==> src/rtl/mem_req_router_pkg.sv <==
// Shared types and default sizing for the memory request router.
package mem_req_router_pkg;

  localparam int NUM_CORES                  = 4;
  localparam int MEM_ROUTER_FIFO_DEPTH      = 8;
  localparam int MEM_ROUTER_MAX_OUTSTANDING = 16;

  typedef struct packed {
    logic        vld;
    logic        we;
    logic [7:0]  access_id;
    logic [31:0] addr;
    logic [31:0] data;
  } request_t;

  typedef enum logic {ARB_IDLE, ARB_HOLD} arb_state_t;

endpackage

==> src/rtl/mem_req_router_sync_fifo.sv <==
// Synchronous FIFO with combinational head; a push into a full FIFO succeeds
// when a pop happens in the same cycle.
module sync_fifo #(
  parameter int WIDTH = 8,
  parameter int DEPTH = 8
) (
  input  logic                     clk,
  input  logic                     reset,
  input  logic                     push,
  input  logic [WIDTH-1:0]         push_data,
  input  logic                     pop,
  output logic [WIDTH-1:0]         head,
  output logic                     full,
  output logic                     empty,
  output logic [$clog2(DEPTH):0]   count
);
  localparam int AW = $clog2(DEPTH);
  localparam int CW = AW + 1;

  logic [WIDTH-1:0] mem [DEPTH];
  logic [AW-1:0]    wr_ptr;
  logic [AW-1:0]    rd_ptr;
  logic             do_push;
  logic             do_pop;

  assign full    = (count == CW'(DEPTH));
  assign empty   = (count == '0);
  assign do_pop  = pop && !empty;
  assign do_push = push && (!full || do_pop);
  assign head    = mem[rd_ptr];

  always_ff @(posedge clk) begin
    if (do_push) mem[wr_ptr] <= push_data;
  end

  always_ff @(posedge clk) begin
    if (!reset) begin
      wr_ptr <= '0;
      rd_ptr <= '0;
      count  <= '0;
    end else begin
      if (do_push) wr_ptr <= wr_ptr + 1'b1;
      if (do_pop)  rd_ptr <= rd_ptr + 1'b1;
      count <= count + CW'(do_push) - CW'(do_pop);
    end
  end

endmodule

==> src/rtl/mem_req_router.sv <==
// Merges per-core requests onto one memory channel (round-robin) and routes
// in-order responses back. Define MEM_ROUTER_PERF_CNT_EN for grant/stall counters.
module mem_req_router
  import mem_req_router_pkg::*;
#(
  parameter int NUM_CORES       = mem_req_router_pkg::NUM_CORES,
  parameter int REQ_FIFO_DEPTH  = MEM_ROUTER_FIFO_DEPTH,
  parameter int MAX_OUTSTANDING = MEM_ROUTER_MAX_OUTSTANDING
) (
  input  logic                 clk,
  input  logic                 reset,
  input  request_t             core_req [NUM_CORES],
  output request_t             core_rsp [NUM_CORES],
  output request_t             mem_req,
  input  logic                 mem_ready,
  input  request_t             mem_rsp,
`ifdef MEM_ROUTER_PERF_CNT_EN
  output logic [31:0]          perf_grant_cnt [NUM_CORES],
  output logic [31:0]          perf_stall_cnt,
`endif
  output logic [NUM_CORES-1:0] req_overflow,
  output logic                 tag_full
);
  localparam int TAG_W = (NUM_CORES > 1) ? $clog2(NUM_CORES) : 1;
  localparam int QCW   = $clog2(REQ_FIFO_DEPTH) + 1;
  localparam int TCW   = $clog2(MAX_OUTSTANDING) + 1;

  arb_state_t           state, state_next;
  request_t             q_head  [NUM_CORES];
  logic [QCW-1:0]       q_count [NUM_CORES];
  logic [NUM_CORES-1:0] q_full, q_empty, q_pop, req_pend, ovf_set;
  logic [TAG_W-1:0]     rr_ptr, grant_idx, tag_head;
  logic [TCW-1:0]       tag_count;
  logic                 grant_found, grant, slot_free, tag_ok, tag_pop, tag_empty;
  int                   idx;

  // p0: per-core ingress FIFOs
  for (genvar i = 0; i < NUM_CORES; i++) begin : g_req_q
    sync_fifo #(.WIDTH($bits(request_t)), .DEPTH(REQ_FIFO_DEPTH)) u_req_q (
      .clk       (clk),
      .reset     (reset),
      .push      (core_req[i].vld),
      .push_data (core_req[i]),
      .pop       (q_pop[i]),
      .head      (q_head[i]),
      .full      (q_full[i]),
      .empty     (q_empty[i]),
      .count     (q_count[i])
    );
    assign req_pend[i] = (q_count[i] != '0);
    assign q_pop[i]    = grant && (grant_idx == TAG_W'(i)) && !q_empty[i];
    // a pop in the same cycle frees the slot, so only a stalled full FIFO drops
    assign ovf_set[i]  = core_req[i].vld && q_full[i] && !q_pop[i];
  end

  sync_fifo #(.WIDTH(TAG_W), .DEPTH(MAX_OUTSTANDING)) u_tag_q (
    .clk       (clk),
    .reset     (reset),
    .push      (grant),
    .push_data (grant_idx),
    .pop       (tag_pop),
    .head      (tag_head),
    .full      (tag_full),
    .empty     (tag_empty),
    .count     (tag_count)
  );

  assign tag_pop   = mem_rsp.vld && !tag_empty;
  assign tag_ok    = (tag_count != TCW'(MAX_OUTSTANDING)) || tag_pop;
  assign slot_free = (state == ARB_IDLE) || mem_ready;
  assign grant     = slot_free && grant_found && tag_ok;

  always_comb begin
    grant_idx   = '0;
    grant_found = 1'b0;
    idx         = 0;
    for (int k = 0; k < NUM_CORES; k++) begin
      idx = int'(rr_ptr) + k;
      if (idx >= NUM_CORES) idx = idx - NUM_CORES;
      if (!grant_found && req_pend[idx]) begin
        grant_found = 1'b1;
        grant_idx   = TAG_W'(idx);
      end
    end
  end

  always_comb begin
    state_next = state;
    if (grant)          state_next = ARB_HOLD;
    else if (slot_free) state_next = ARB_IDLE;
  end

  // p1: grant register toward memory, response register toward cores
  always_ff @(posedge clk) begin
    if (!reset) begin
      state        <= ARB_IDLE;
      rr_ptr       <= '0;
      mem_req      <= '0;
      req_overflow <= '0;
      for (int i = 0; i < NUM_CORES; i++) core_rsp[i] <= '0;
    end else begin
      state        <= state_next;
      req_overflow <= req_overflow | ovf_set;
      if (grant) begin
        mem_req     <= q_head[grant_idx];
        mem_req.vld <= 1'b1;
        rr_ptr      <= (grant_idx == TAG_W'(NUM_CORES - 1)) ? '0 : grant_idx + 1'b1;
      end else if (slot_free) begin
        mem_req.vld <= 1'b0;
      end
      for (int i = 0; i < NUM_CORES; i++)
        core_rsp[i] <= (tag_pop && tag_head == TAG_W'(i)) ? mem_rsp : '0;
    end
  end

`ifdef MEM_ROUTER_PERF_CNT_EN
  logic [TAG_W-1:0] cur_core;

  always_ff @(posedge clk) begin
    if (!reset) begin
      cur_core       <= '0;
      perf_stall_cnt <= '0;
      for (int i = 0; i < NUM_CORES; i++) perf_grant_cnt[i] <= '0;
    end else begin
      if (grant) cur_core <= grant_idx;
      if (mem_req.vld && mem_ready && perf_grant_cnt[cur_core] != '1)
        perf_grant_cnt[cur_core] <= perf_grant_cnt[cur_core] + 1'b1;
      if (mem_req.vld && !mem_ready && perf_stall_cnt != '1)
        perf_stall_cnt <= perf_stall_cnt + 1'b1;
    end
  end
`endif

endmodule
==> config.mk <==
export PLATFORM = sky130hd
export DESIGN_NAME = mem_req_router
export DESIGN_NICKNAME = d
export VERILOG_FILES = /design/src/rtl/mem_req_router_pkg.sv /design/src/rtl/mem_req_router_sync_fifo.sv /design/src/rtl/mem_req_router.sv
export SDC_FILE = /design/constraint.sdc
export NUM_CORES = 2
export LEC_CHECK = 0
export CAP_MARGIN = 15
export CORE_UTILIZATION = 26
export CTS_CLUSTER_DIAMETER = 120
export DETAILED_ROUTE_END_ITERATION = 12
export PLACE_DENSITY = 0.45
export SYNTH_ARGS = -nofsm -noshare
export SYNTH_HDL_FRONTEND = slang
export SYNTH_SLANG_ARGS = --single-unit
==> constraint.sdc <==
create_clock -name clk -period 33.4 [get_ports clk]
set_input_delay 5.01 -clock clk [delete_from_list [all_inputs] [get_ports clk]]
set_output_delay 5.01 -clock clk [all_outputs]
set_load 0.01 [all_outputs]
---- Yosys cells after proc, flatten, opt, wreduce, memory -nomap -nowiden ----
Memories as Yosys holds them, arrays and structs flattened. A register that Yosys moved wholly into a read port is not among the register bits.
Cells that the tools add are included.
operators by class
  bitwise gates (word level) .............. 3
  eq/ne operators ......................... 12
  muxes and demuxes ....................... 50
  $add $sub $neg .......................... 28
  reduce and logical (&&, ||, !) cells .... 76
  order comparisons ....................... 9
operator list
  operator                                             number
  binary-select mux 74 bit (select 2 bit)              1
  two-way mux 73 bit                                   2
  < comparator 32 x 4 -> 1 bit, second input constant  4
  two-way mux 32 bit                                   4
  logical AND 1 bit                                    36
  adder 3 x 1 -> 3 bit, second input constant          8
  two-way mux 1 bit                                    24
  two-way mux 3 bit                                    8
  logical NOT 1 bit                                    17
  adder 4 x 1 -> 4 bit                                 4
  == test 4 bit, second input constant                 4
  logical NOT 4 bit                                    4
  nonzero test 4 bit                                   4
  subtractor 4 x 1 -> 4 bit                            4
  >= comparator 3 bit, second input constant           4
  subtractor 3 x 3 -> 4 bit, second input constant     3
  two-way mux 2 bit                                    5
  adder 4 x 1 -> 4 bit, second input constant          2
  binary-select mux 1 bit (select 2 bit)               4
  == test 2 bit, second input constant                 4
  two-way mux 4 bit                                    2
  AND reduction 2 bit                                  4
  logical OR 1 bit                                     7
  adder 2 x 2 -> 3 bit, second input constant          2
  15 further kinds                                     17
word-level totals
  logic and storage cells ................. 225
  memories kept ........................... 5
  output and inout port bits .............. 375
  input port bits ......................... 373
  register bits after elaboration ......... 429
  memory bits (writable) .................. 2400
memories
  name                    words  width  rd ports  clocked after Yosys merged registers in  write ports  RTL line                        source
  g_req_q[0].u_req_q.mem  8      74     1         1                                        1            mem_req_router_sync_fifo.sv:20  logic [WIDTH-1:0] mem [DEPTH];
  g_req_q[1].u_req_q.mem  8      74     1         1                                        1            mem_req_router_sync_fifo.sv:20
  g_req_q[2].u_req_q.mem  8      74     1         1                                        1            mem_req_router_sync_fifo.sv:20
  g_req_q[3].u_req_q.mem  8      74     1         1                                        1            mem_req_router_sync_fifo.sv:20
  u_tag_q.mem             16     2      1         1                                        1            mem_req_router_sync_fifo.sv:20

---- Logic depth before layout (Yosys ltp) ----
  word-level depth ........................ 24
  mapped depth ............................ 19
  gate-level depth less buffers ........... 17

---- Hierarchy ----
A second synthesis with hierarchy kept.
second synthesis, totals
  cells, all modules ...................... 5055
  area total of the unflattened synthesis .. 107337.9 um^2
modules (own cells, without submodules)
  module                               cells an instance  sequential area each (um^2)  instances  area an instance (um^2)
  sync_fifo at g_req_q[0].u_req_q ...  950                18037.3                      4          23003.3
  mem_req_router                       1097               7527.2                       1          13175.1
  sync_fifo at u_tag_q                 158                1301.2                       1          2149.6

---- Least setup slack after synthesis ----
OpenSTA, ideal clock, no wires.
  path kind ............................... in2reg
  from .................................... input port mem_rsp[73] (netlist bit)
  to ...................................... memory g_req_q[3].u_req_q.mem[4][0] (netlist bit), enable pin
  buffers on the path ..................... 0
  data arrival time ....................... 13.347 ns
  cell stages on the path ................. 5
  setup time .............................. 0.710 ns
  path slack .............................. 19.343 ns
  cell sequence ........................... inv_1 > a21o_1 > or3_1 > a21o_1 > nor4b_1
between the ends
  longest elaborated chain between the ends .. 10
ends and longest elaborated chain
  element                                  RTL line                        source
  start: declaration                       mem_req_router.sv:16            input request_t mem_rsp,
  logical AND 1 bit                        mem_req_router.sv:68            assign tag_pop = mem_rsp.vld && !tag_empty;
  logical OR 1 bit                         mem_req_router.sv:69            assign tag_ok = (tag_count != TCW'(MAX_OUTSTANDING)) || tag_pop;
  logical AND 1 bit                        mem_req_router.sv:71            assign grant = slot_free && grant_found && tag_ok;
  logical AND 1 bit (2 in series)          mem_req_router.sv:51            assign q_pop[i] = grant && (grant_idx == TAG_W'(i)) && !q_empty[i];
  logical AND 1 bit                        mem_req_router_sync_fifo.sv:28  assign do_pop = pop && !empty;
  logical OR 1 bit                         mem_req_router_sync_fifo.sv:29  assign do_push = push && (!full || do_pop);
  logical AND 1 bit                        mem_req_router_sync_fifo.sv:29
  two-way mux 1 bit                        mem_req_router_sync_fifo.sv:33  if (do_push) mem[wr_ptr] <= push_data;
  two-way mux 1 bit (implied by the code)  mem_req_router_sync_fifo.sv:33
  end: declaration                         mem_req_router_sync_fifo.sv:20
No other way between the ends.

---- Worst setup path after layout ----
  from .................................... input port mem_ready
  to ...................................... memory g_req_q[2].u_req_q.mem[6][21] (netlist bit), enable pin
between the ends
  longest elaborated chain between the ends .. 10
ends and longest elaborated chain
  element                                  RTL line                        source
  start: declaration                       mem_req_router.sv:15            input logic mem_ready,
  logical OR 1 bit                         mem_req_router.sv:70            assign slot_free = (state == ARB_IDLE) || mem_ready;
  logical AND 1 bit (2 in series)          mem_req_router.sv:71
  logical AND 1 bit (2 in series)          mem_req_router.sv:51
  logical AND 1 bit                        mem_req_router_sync_fifo.sv:28
  logical OR 1 bit                         mem_req_router_sync_fifo.sv:29
  logical AND 1 bit                        mem_req_router_sync_fifo.sv:29
  two-way mux 1 bit                        mem_req_router_sync_fifo.sv:33
  two-way mux 1 bit (implied by the code)  mem_req_router_sync_fifo.sv:33
  end: declaration                         mem_req_router_sync_fifo.sv:20
No other way between the ends.

==> results.ini <==
[yosys]
synthesis.nets = 5429
synth_cell_types = 63
postSynthAreaPerCell_sq_um = 20.9
yosysSeqAreaShare = 0.764
synth-main-ff-cell = edfxtp_1
synthXorXnorAreaFrac = 0.00234
synth_edf_count = 2368
synth_simple_gate_area_frac = 0.0305
syn_area_sq_mm = 0.105
synth_compound_area_frac = 0.0115
synthAdderAreaFrac = 0.00610
yosysWarnings = 0
synth_top_family_by_area = multiplexers
yosys-mux-area-fraction = 0.171
async_flop_share = 0
ys_seq_elements = 2813
syn-instance-count = 5008

[detailed_routing]
viasPerCell = 4.39
wire_per_inst_um = 26.1
drc_errors = 0
drt_first_pass_iters = 5
final_antenna_net_count = 0
vias = 50300
drt_iter0_drc = 3587
wl_um = 300000

[global_routing]
grt_antenna_before_repair = 145
grt_start_max_net_pins = 116
grt_usage = 0.144
grt_pass1_wl_um = 417000
overflow = 0
grt_pass1_vias = 52600

[place]
numPortBuffers = 747
postPlaceCellArea_sq_mm = 0.119
dp_hpwl_um = 196000
gp_congestion = 0.762
place_ws_ps = 23740

[power_and_ir_drop]
pwr-share-comb = 0.221
clkPwrFrac = 0.344
pwr-share-seq = 0.435
swShare = 0.291
p_per_area_mw_per_mm2 = 77.5
p_int_mw = 7.08
peakVddDrop_mv = 0.0861
p_leak_nw = 40.6
switchingPower_mw = 2.91

[clocking]
cts_hold_buf = 0
cts_tree = yes
clk_latency_ps = 930
clockRootBuffer = clkbuf_16
path_clk_slew_ps = 60
cts.sinks = 2813
cts_setup_buffers = 0
numCtsBuffers = 322
htreeDepth = 5
clk_path_buf_depth = 4
cts_resized = 0

[floorplan]
fp.dieW_um = 637
start_util = 0.262
ios = 748
core-area_sq_mm = 0.400
die_area_sq_mm = 0.405
die-height_um = 637
rows = 232

[timing]
rsz0062_at_grt = no
fmax_ghz = 0.115
tightest_slew_ps = 1070
slew_headroom = 0.290
clock_skew_ps = 105
setup_tns_ps = 0
finalCriticalPeriod_ps = 8690
fin_crit_sh = 0.260
final-hold-violation-count = 0
report.final.slew_viol_count = 0
setup_slack_ps = 24710
setup_viol = 0

[cells_and_area]
final_common_cell = edfxtp_1
layout_common_cells = 2,368 x edfxtp_1, 746 x clkdlybuf4s50_1, 592 x mux4_2, 450 x mux2i_1, 433 x dfxtp_1
post-route-util = 0.322
fin_nets = 6337
drive_above_1_share = 0.195
nFillCells = 38200
stdcell_area_sq_mm = 0.129
syn_to_final_growth_pct = 23.1

[worst_hold_path]
worstHoldPathCells = 2
hold_class = flop to flop
hp-start = g_req_q[3].u_req_q.rd_ptr[1]

[critical_path]
slowest_stage = o41ai_2
cp.arrival_ps = 9230
rr_worst_depth = 15
critPathCaptureType = flop
r2r-start = g_req_q[1].u_req_q.count[2]
path_buf_inv = 2
cp_slowest_stage_delay_ps = 960
cp_max_fo = 48
cp.required_ps = 33940
path_cells = clkdlybuf4s50_1, nor2b_1, a21o_1, or2_1, o41ai_2, nand2b_1, nor2_4, buf_4
r2r_slack_ps = 27710
critPathTopFamily = simple AND/OR/NAND/NOR gates
r2r_end = g_req_q[3].u_req_q.mem[5][25]
critPathKind = input pin to flop
critPathLaunchType = input pin

[job]
maxCapViolations = 0

[run_status]
outcome = finished clean

==> worst min-delay path, cell delays in order (launching register included) <==
cell and delay, ps:
dfxtp_1 310, mux2i_1 120, nor2b_1 70
==> power groups by stage <==
stage / Combinational, mW / Clock, mW / Sequential, mW
after global placement: 2.27 / 0 / 4.42
final: 2.21 / 3.43 / 4.34
after global routing: 2.39 / 3.67 / 4.37
after CTS: 2.28 / 3.55 / 4.35
after detailed placement: 2.27 / 0 / 4.43
after floorplan: 1.33 / 0 / 4.36
==> layout make-up <==
type,instances,area (sq um),area share
Timing Repair Buffer,843,8260,0.0641
Multi-Input combinational cell,1887,23400,0.182
Clock inverter,166,1600,0.0124
Inverter,49,191,0.00149
Sequential cell,2813,80100,0.621
Antenna cell,19,47.5,0.000369
Tap cell,5265,6590,0.0511
Clock buffer,418,8690,0.0674
==> cells by family (layout without fill, tap and decap cells) <==
| kind of cell | after synthesis | after routing |
|---|---|---|
| AOI/OAI and AO/OA | 196 | 196 |
| DFF | 2813 | 2813 |
| muxes | 1046 | 1046 |
| xor gates and xnor gates | 28 | 28 |
| and+or+nand+nor | 569 | 569 |
| other | 0 | 19 |
| buffers and inverters | 308 | 1476 |
| adders and majority gates | 48 | 48 |
==> per-stage QoR <==
stage / instances / hold slack (ps) / total power [mW]
2_1_floorplan: 5008 / 460 / 5.69
3_3_place_gp: 10900 / 460 / 6.68
3_5_place_dp: 10900 / 474 / 6.70
4_1_cts: 11400 / 432 / 10.2
5_1_grt: 11400 / 463 / 10.4
6_report: 11500 / 451 / 9.98
==> state kept, by name (all words and copies together), names as in the netlist, named ones only <==
register / cells
rr_ptr: 2
core_rsp: 296
state: 1
u_tag_q.rd_ptr: 4
g_req_q.u_req_q.mem: 2336
mem_req: 73
g_req_q.u_req_q.wr_ptr: 12
req_overflow: 4
u_tag_q.mem: 32
u_tag_q.wr_ptr: 4
g_req_q.u_req_q.count: 16
g_req_q.u_req_q.rd_ptr: 12
u_tag_q.count: 5
==> how the worst max path moves through the flow <==
stage | to | slack (ps) | cells past startpoint | from
2_1_floorplan | g_req_q[3].u_req_q.mem[4][0] | 19340 | 5 | mem_rsp[73]
3_3_place_gp | g_req_q[2].u_req_q.mem[6][21] | 23740 | 8 | mem_rsp[73]
3_5_place_dp | g_req_q[2].u_req_q.mem[6][25] | 23740 | 8 | mem_rsp[73]
4_1_cts | g_req_q[2].u_req_q.mem[6][47] | 24750 | 8 | mem_rsp[73]
5_1_grt | g_req_q[2].u_req_q.mem[6][47] | 24610 | 8 | mem_rsp[73]
6_report | g_req_q[2].u_req_q.mem[6][21] | 24710 | 8 | mem_ready
==> synth_stat cells (2+ instances only) <==
| master | instances | area (sq um) |
|---|---|---|
| buf_4 | 5 | 37.5 |
| mux2_2 | 4 | 45.0 |
| nand2_1 | 40 | 150 |
| nand3_1 | 9 | 45.0 |
| edfxtp_1 | 2368 | 71100 |
| nand2_2 | 2 | 12.5 |
| nor2_1 | 116 | 435 |
| nor2b_1 | 12 | 75.1 |
| xor2_1 | 12 | 105 |
| or3b_1 | 3 | 26.3 |
| clkbuf_2 | 6 | 30.0 |
| nand2b_1 | 7 | 43.8 |
| nand3b_1 | 3 | 22.5 |
| o21a_1 | 2 | 15.0 |
| buf_2 | 85 | 425 |
| ha_1 | 43 | 538 |
| fa_1 | 5 | 100 |
| or3_1 | 5 | 31.3 |
| and2_1 | 331 | 2070 |
| nand4_1 | 4 | 25.0 |
| dfxtp_1 | 445 | 8910 |
| o21ai_0 | 81 | 405 |
| nor4b_1 | 2 | 17.5 |
| buf_1 | 2 | 7.51 |
| or3b_2 | 2 | 17.5 |
| a31oi_1 | 5 | 31.3 |
| a21o_1 | 8 | 60.1 |
| nor3_1 | 17 | 85.1 |
| a21boi_0 | 4 | 30.0 |
| xnor2_1 | 16 | 140 |
| and3_1 | 3 | 18.8 |
| or2_2 | 2 | 12.5 |
| mux4_2 | 592 | 13300 |
| o22ai_1 | 74 | 463 |
| inv_1 | 46 | 173 |
| buf_6 | 27 | 304 |
| nor3b_1 | 4 | 30.0 |
| a211oi_1 | 2 | 15.0 |
| clkbuf_1 | 133 | 499 |
| a21oi_1 | 9 | 45.0 |
| mux2i_1 | 450 | 4500 |
==> routing by layer <==
metal	vias up	wire length (um)	part of all wire	global-route usage
met5	-	268	0.00089	0
met3	552	16200	0.054	0.0307
li1	22000	-	-	-
met2	1177	143000	0.48	0.239
met1	26600	130000	0.44	0.191
met4	44	9240	0.031	0.0396
No activity file was read; power rests on OpenSTA's default activity.
